--- config.mk ---
export PLATFORM = sky130hd
export DESIGN_NAME = imem_responder
export DESIGN_NICKNAME = d
export VERILOG_FILES = /design/src/rtl/imem_pkg.sv /design/src/rtl/imem_array.sv /design/src/rtl/imem_responder.sv
export SDC_FILE = /design/constraint.sdc
export NUM_CORES = 2
export LEC_CHECK = 0
export ABC_AREA = 0
export ABC_CLOCK_PERIOD_IN_PS = 3650
export BUFFER_PORTS_ARGS = -buffer_cell sky130_fd_sc_hd__buf_4
export CORE_MARGIN = 2
export CORE_UTILIZATION = 55
export CTS_CLUSTER_DIAMETER = 50
export DETAILED_ROUTE_END_ITERATION = 7
export GPL_ROUTABILITY_DRIVEN = 0
export PLACE_DENSITY = 0.69
export REMOVE_ABC_BUFFERS = 1
export SYNTH_ARGS = -nofsm -noshare
export SYNTH_HDL_FRONTEND = slang
export SYNTH_SLANG_ARGS = --single-unit
--- constraint.sdc ---
create_clock -name clk -period 3.65 [get_ports clk]
set_input_delay 0.5475 -clock clk [delete_from_list [all_inputs] [get_ports clk]]
set_output_delay 0.5475 -clock clk [all_outputs]
set_load 0.01 [all_outputs]
--- src/rtl/imem_pkg.sv ---
`default_nettype none
// imem_pkg -- shared constants and pipeline-entry type for the instruction-memory responder.
// rev 1.0
package imem_pkg;

   localparam int INSTR_W = 32;
   // Widest supported address; pipeline entries carry addresses zero-extended to this width.
   localparam int ADDR_W  = 64;

   localparam logic [INSTR_W-1:0] NOP = 32'h0000_0013;

   typedef struct packed {
      logic              valid;
      logic [ADDR_W-1:0] addr;
      logic              err;
   } pipe_entry_t;

endpackage
`default_nettype wire

--- src/rtl/imem_array.sv ---
`default_nettype none
// imem_array -- instruction storage, 1 read + 1 write port, read returns pre-write contents.
// rev 1.0
module imem_array
   import imem_pkg::*;
#(
   parameter int DEPTH = 64,
   parameter int AW    = 6
) (
   input  logic               clk,
   input  logic [AW-1:0]      rd_idx_i,
   output logic [INSTR_W-1:0] rd_data_o,
   input  logic               wr_en_i,
   input  logic [AW-1:0]      wr_idx_i,
   input  logic [INSTR_W-1:0] wr_data_i
);

   logic [INSTR_W-1:0] mem_q [DEPTH];

   // The read is sampled by the pipeline on the same edge that commits a write,
   // so a same-word read in that cycle sees the old contents.
   assign rd_data_o = mem_q[rd_idx_i];

   always_ff @(posedge clk) begin
      if (wr_en_i) begin
         mem_q[wr_idx_i] <= wr_data_i;
      end
   end

endmodule
`default_nettype wire

--- src/rtl/imem_responder.sv ---
`default_nettype none
// imem_responder -- fixed-latency instruction fetch responder with flush, stall and preload.
// rev 1.0
module imem_responder
   import imem_pkg::*;
#(
   parameter int N       = 64,
   parameter int DEPTH   = 64,
   parameter int LATENCY = 2
) (
   input  logic               clk,
   input  logic               rst_n,
   input  logic               req_valid_i,
   input  logic [N-1:0]       req_addr_i,
   input  logic               flush_i,
   input  logic               stall_i,
   input  logic               wr_en_i,
   input  logic [N-1:0]       wr_addr_i,
   input  logic [INSTR_W-1:0] wr_data_i,
   output logic               rsp_valid_o,
   output logic [INSTR_W-1:0] rsp_instr_o,
   output logic [N-1:0]       rsp_addr_o,
   output logic               rsp_err_o,
   output logic [2:0]         inflight_o
);

   localparam int           AW      = (DEPTH > 1) ? $clog2(DEPTH) : 1;
   localparam logic [N-3:0] DEPTH_W = (N-2)'(DEPTH);

   logic [N-3:0]       req_widx;
   logic [N-3:0]       wr_widx;
   logic               req_in_range;
   logic               wr_in_range;
   logic               req_err;
   logic               advance;
   logic [AW-1:0]      rd_idx;
   logic [INSTR_W-1:0] rd_data;
   logic               unused_wr_lsb;

   assign req_widx      = req_addr_i[N-1:2];
   assign wr_widx       = wr_addr_i[N-1:2];
   assign req_in_range  = (req_widx < DEPTH_W);
   assign wr_in_range   = (wr_widx < DEPTH_W);
   assign req_err       = (req_addr_i[1:0] != 2'b00) || !req_in_range;
   assign advance       = flush_i || !stall_i;
   assign rd_idx        = req_in_range ? req_widx[AW-1:0] : '0;
   assign unused_wr_lsb = ^wr_addr_i[1:0];

   imem_array #(
      .DEPTH (DEPTH),
      .AW    (AW)
   ) u_array (
      .clk       (clk),
      .rd_idx_i  (rd_idx),
      .rd_data_o (rd_data),
      .wr_en_i   (wr_en_i && wr_in_range),
      .wr_idx_i  (wr_widx[AW-1:0]),
      .wr_data_i (wr_data_i)
   );

   pipe_entry_t [LATENCY-1:0]        pipe_q, pipe_d;
   logic [LATENCY-1:0][INSTR_W-1:0] instr_q, instr_d;

   // Stage 0 always takes the presented request; a flush empties every later stage.
   always_comb begin
      pipe_d  = pipe_q;
      instr_d = instr_q;
      if (advance) begin
         pipe_d[0]  = '{valid: req_valid_i, addr: ADDR_W'(req_addr_i), err: req_err};
         instr_d[0] = rd_data;
         for (int k = 1; k < LATENCY; k++) begin
            if (flush_i) begin
               pipe_d[k] = '0;
            end else begin
               pipe_d[k] = pipe_q[k-1];
            end
            instr_d[k] = instr_q[k-1];
         end
      end
   end

   always_ff @(posedge clk or negedge rst_n) begin
      if (!rst_n) begin
         pipe_q  <= '0;
         instr_q <= '0;
      end else begin
         pipe_q  <= pipe_d;
         instr_q <= instr_d;
      end
   end

   pipe_entry_t last;
   logic [2:0]  inflight_cnt;

   assign last = pipe_q[LATENCY-1];

   always_comb begin
      inflight_cnt = '0;
      for (int k = 0; k < LATENCY; k++) begin
         inflight_cnt = inflight_cnt + {2'b00, pipe_q[k].valid};
      end
   end

   assign rsp_valid_o = last.valid;
   assign rsp_err_o   = last.valid && last.err;
   assign rsp_addr_o  = last.valid ? N'(last.addr) : '0;
   assign rsp_instr_o = !last.valid ? '0 : (last.err ? NOP : instr_q[LATENCY-1]);
   assign inflight_o  = inflight_cnt;

endmodule
`default_nettype wire

=== After elaboration in Yosys (flattened, before gate mapping) ===
Memories as Yosys holds them, arrays and structs flattened. A register that Yosys moved wholly into a read port is not among the register bits.
Index checks and enable logic that the tools add are counted.

* Flip-flop bits (word level): 164
* RAM bits: 2,048
* Output and inout port bits: 101
* Word-level logic and storage cells: 26
* Memories: 1

{| class="wikitable"
|+ Memories
! name !! depth !! width !! rd ports !! clocked after Yosys merged registers in !! write ports !! line !! RTL
|-
| u_array.mem_q || 64 || 32 || 1 || 1 || 1 || imem_array.sv:18 || <nowiki>logic [INSTR_W-1:0] mem_q [DEPTH];</nowiki>
|}

* Add/subtract/negate cells: 1
* $lt $le $gt $ge: 2
* Mux-type cells: 7
* Reductions and logical operators: 8

{| class="wikitable"
|+ Operators by type and width
! operator !! count
|-
| less-than comparator 62 x 7 -> 1 bit (second input constant) || 2
|-
| two-way mux 66 bit || 1
|-
| two-way mux 32 bit || 2
|-
| two-way mux 64 bit || 1
|-
| two-way mux 6 bit || 1
|-
| zero test 1 bit || 3
|-
| adder 1 x 1 -> 2 bit || 1
|-
| logical AND 1 bit || 2
|-
| logical OR 1 bit || 2
|-
| two-way mux 1 bit || 2
|-
| nonzero test 2 bit || 1
|}

=== Logic depth before layout (Yosys ltp) ===
* Word-level depth: 4
* Depth in mapped cells: 14
* Gate-level depth less buffers: 9

=== Cells and area by module ===
From an unflattened synthesis, not the netlist that was laid out.

* Cell total of the unflattened synthesis: 3,939
* Area total of the unflattened synthesis: 86,306.5 um^2

{| class="wikitable"
|+ Modules (own cells, without submodules)
! module !! instances !! cells each !! area an instance (um^2) !! seq. area each (um^2)
|-
| imem_array || 1 || 3,292 || 77,874.7 || 61,499.0
|-
| imem_responder || 1 || 647 || 8,431.8 || 4,904.7
|}

=== Worst setup path after synthesis ===
Ideal clock, no wire load.

* Kind: input port to flip-flop
* Start: input port wr_addr_i[30]
* End: memory u_array.mem_q[60][0] (enable)
* Setup time: 0.421 ns
* Arrival time: 3.134 ns
* Required time: 3.229 ns
* Setup slack: 0.095 ns
* Stages: 6
* Buffers on the path: 0
* Path through: nor4b_1 -> nand4_1 -> nor4_1 -> nor2b_1 -> nand3b_1 -> nor2_1

* Word-level cells in the longest chain between the ends: 4

{| class="wikitable"
|+ Ends and longest elaborated chain
! item !! line !! RTL
|-
| from (decl) || imem_responder.sv:18 || <nowiki>input logic [N-1:0] wr_addr_i,</nowiki>
|-
| less-than comparator 62 x 7 -> 1 bit || imem_responder.sv:43 || <nowiki>assign wr_in_range = (wr_widx < DEPTH_W);</nowiki>
|-
| logical AND 1 bit || imem_responder.sv:56 || <nowiki>.wr_en_i (wr_en_i && wr_in_range),</nowiki>
|-
| two-way mux 1 bit || imem_array.sv:25 || <nowiki>if (wr_en_i) begin</nowiki>
|-
| two-way mux 1 bit (not written as such) || imem_array.sv:26 || <nowiki>mem_q[wr_idx_i] <= wr_data_i;</nowiki>
|-
| to (decl) || imem_array.sv:18 ||
|}

Every way passes these cells.

=== Worst setup path in the final report ===
* Start: input port req_addr_i[20]
* End: register instr_q[20] (netlist bit), read port of u_array.mem_q

* Word-level cells in the longest chain between the ends: 2

{| class="wikitable"
|+ Ends and longest elaborated chain
! item !! line !! RTL
|-
| from (decl) || imem_responder.sv:14 || <nowiki>input logic [N-1:0] req_addr_i,</nowiki>
|-
| less-than comparator 62 x 7 -> 1 bit || imem_responder.sv:42 || <nowiki>assign req_in_range = (req_widx < DEPTH_W);</nowiki>
|-
| two-way mux 6 bit || imem_responder.sv:46 || <nowiki>assign rd_idx = req_in_range ? req_widx[AW-1:0] : '0;</nowiki>
|-
| to (decl) || imem_responder.sv:62 || <nowiki>logic [LATENCY-1:0][INSTR_W-1:0] instr_q, instr_d;</nowiki>
|}

Every way passes these cells.
A chain may end at the register's enable or synchronous reset.

==> impl_metrics.ini <==
[run_status]
status = completed

[global_routing]
use_met1 = 0.426
gr-usage-met3 = 0.0701
busiest_layer = met2
grt_pass1_vias = 56025
grt_max_degree = 132
grt_usage = 0.312
grt_overflow_total = 0
antenna_found_initial = 9
grt_pass1_wl_um = 373000
use_met2 = 0.486

[synth]
ys_seq_elements = 2244
synth_common_cells = 2,048 x edfxtp_1, 500 x mux2i_1, 484 x nand2_1
synth_edf_count = 2048
yosysMostFrequentCell = edfxtp_1
synth_largest_area_cell = edfxtp_1
ys_seq_area_frac = 0.743
syn_area_mm2 = 0.0894
syn_avg_cell_area_um2 = 15.3
yosysTopAreaCellShare = 0.688
synth-async-reset-ratio = 0.0873
synthCells = 5841
synth_cell_type_count = 82
ys_warn_count = 0
synth_ff_type = edfxtp_1
synth_area_leaders = edfxtp_1 69%, mux2i_1 5.6%, dfrtp_1 5.5%

[worst_setup_path]
slowest_delay_ns = 0.56
start_kind = input pin
cp_max_fo = 30
path_common_cell = buf_4
crit_buf_inv = 5
r2r_cells = 10
worstPathRequired_ns = 4.41
crit_slowest_cell = or4_1
path_class = in -> reg
cp.depth = 14
path_cells = buf_4, or4_1, nor2_1, buf_4, and3_2, nand2_2, or2_2, buf_12, buf_4, and3_1, o21ai_1, buf_4, a22oi_1, o31ai_1
crit_family = simple AND/OR/NAND/NOR gates
cp-end-kind = flip-flop
arrival_ns = 4.39

[timing]
min_period_ns = 3.62
finalSetupViolCount = 0
final_max_slew_viol_count = 0
worst_slew_pin_slew_ns = 1.01
fmax_mhz = 276
hold_ws_ns = 0.159
setup_tns_ns = 0
hold_violations = 0
fin_crit_sh = 0.992
fin_worst_skew_ns = 0.0362
slew_headroom = 0.330
setup_ws_ns = 0.0275

[route]
antenna_left = 0
detail_route.wl_per_cell_um = 29.3
drt_iter0_drc = 8597
dr.pass1.iters = 6
wirelength_um = 260000
vias = 56908
drc_errors = 0
vias_per_cell = 6.43

[die]
dieArea_mm2 = 0.166
core_mm2 = 0.161
io_pins = 267
num_rows = 147
die_x_um = 407
die_h_um = 407
start_util = 0.555

[clocking]
post_cts_buffers = 0
clk_latency_ns = 0.86
path_clk_slew_ns = 0.06
htreeDepth = 4
cts.sinks = 2244
cts_root_buf = clkbuf_16
clockBufferDepth = 3
cts_tree = built
cts_made_buffers = 221

[placed_design]
post-dp-hpwl_um = 151000
portBuffers = 263
place_ws_ns = -0.841

[power_and_ir_drop]
ir_drop_mv = 0.431
p_leak_uw = 0.0382
total_power_uw = 53500
p_per_area_mw_per_mm2 = 501

[finish]
layout-drive-gt1-share = 0.207
area_growth_syn_to_layout_pct = 19.4
final_nets = 6663

[worst_hold_path]
holdPathStages = 3
min_path_type = in -> reg

[flow_run]
maxCapViolations = 0
## path summary, 6_finish.rpt
kind,slack [ns],endpoint,startpoint
min reg2reg,0.46,instr_q[43],instr_q[43]
max reg2reg,1.33,instr_q[23],u_array.mem_q[7][23]
max in group asynchronous,2.34,pipe_q[43],rst_n
max,0.03,instr_q[20],req_addr_i[20]
min in group asynchronous,0.30,last[9],rst_n
min,0.16,pipe_q[8],req_addr_i[7]
## layer usage
layer | wire (µm) | part of all wire
met2 | 119000 | 0.46
met1 | 99000 | 0.38
met4 | 11200 | 0.043
met3 | 30200 | 0.12
met5 | 42 | 0.00016
## kinds of logic (layout without fill, tap and decap cells)
kind of cell	after synthesis	count (layout)	share of synthesized area
compound gates	1169	1169	0.0954
fa+ha+maj	1	1	0.000140
buf+inv	471	1320	0.0223
flops	2244	2244	0.743
mux	626	626	0.0719
other cells	1	6	0.0000420
simple gates	1329	1329	0.0671
## power by group
part / switching, µW / leakage [µW] / internal [µW]
sequential: 103 / 0.0208 / 28200
clock: 9820 / 0.00365 / 13300
combinational: 1370 / 0.0137 / 660
## through the flow
step	utilization	instance area, µm²	cells
4_1_cts	0.663	107000	8850
6_report	0.663	107000	8855
5_1_grt	0.663	107000	8850
2_1_floorplan	-	87500	5413
3_5_place_dp	0.613	98700	8373
3_3_place_gp	0.613	98700	8373
## registers in the layout (all words and copies together) (netlist names)
register and cells:
instr_q 64, rsp_valid_o 1, u_array.mem_q 2048, pipe_q 66
last 65
## layout make-up
cell class	count	area (µm²)
Clock inverter	132	1510
Clock buffer	285	5940
Tap cell	2160	2700
Multi-Input combinational cell	3126	21600
Sequential cell	2244	66400
Antenna cell	5	12.5
Timing Repair Buffer	860	8430
Inverter	43	161
Fill cell	10908	54200
## layout by cell type (no fill, tap or decap), types with 21 or more instances in the layout
cell           instances
nand2_1              484
o21a_1                36
buf_4                653
clkbuf_16            222
o221ai_1             195
buf_12               144
o211ai_1              37
o22ai_1               76
and3_1                41
and2_1                97
a21oi_1              135
a211oi_1             145
o21ai_1               48
mux2_2               125
o311ai_1              21
a221o_1               31
dlygate4sd3_1         60
nand3b_1              23
a31oi_1               69
nor2_1               354
dfrtp_1              195
mux2i_1              500
nand3_1              112
o2111a_1              22
clkinv_1              35
edfxtp_1            2048
nor2_4                66
clkinv_2              41
clkbuf_1              48
bufinv_16             25
nor4_1                38
inv_1                 43
nor2b_1               38
a221oi_1              34
o21ai_0              148
## worst reg2reg max path, cell delays in order (launching register included)
cell,delay (ns)
edfxtp_1,0.37
mux2_2,0.27
a2111oi_1,0.39
buf_4,0.17
a211oi_1,0.04
buf_4,0.16
a21oi_1,0.16
buf_4,0.14
a21oi_1,0.08
buf_4,0.18
a221o_1,0.25
## repair_timing
action / CTS / global route
hold buffers: 60 / 0
endpoints found under the hold margin: 140 / 0
setup endpoints to repair: 0 / 6
resized for setup: 0 / 7
(Power assumes the default switching activity.)
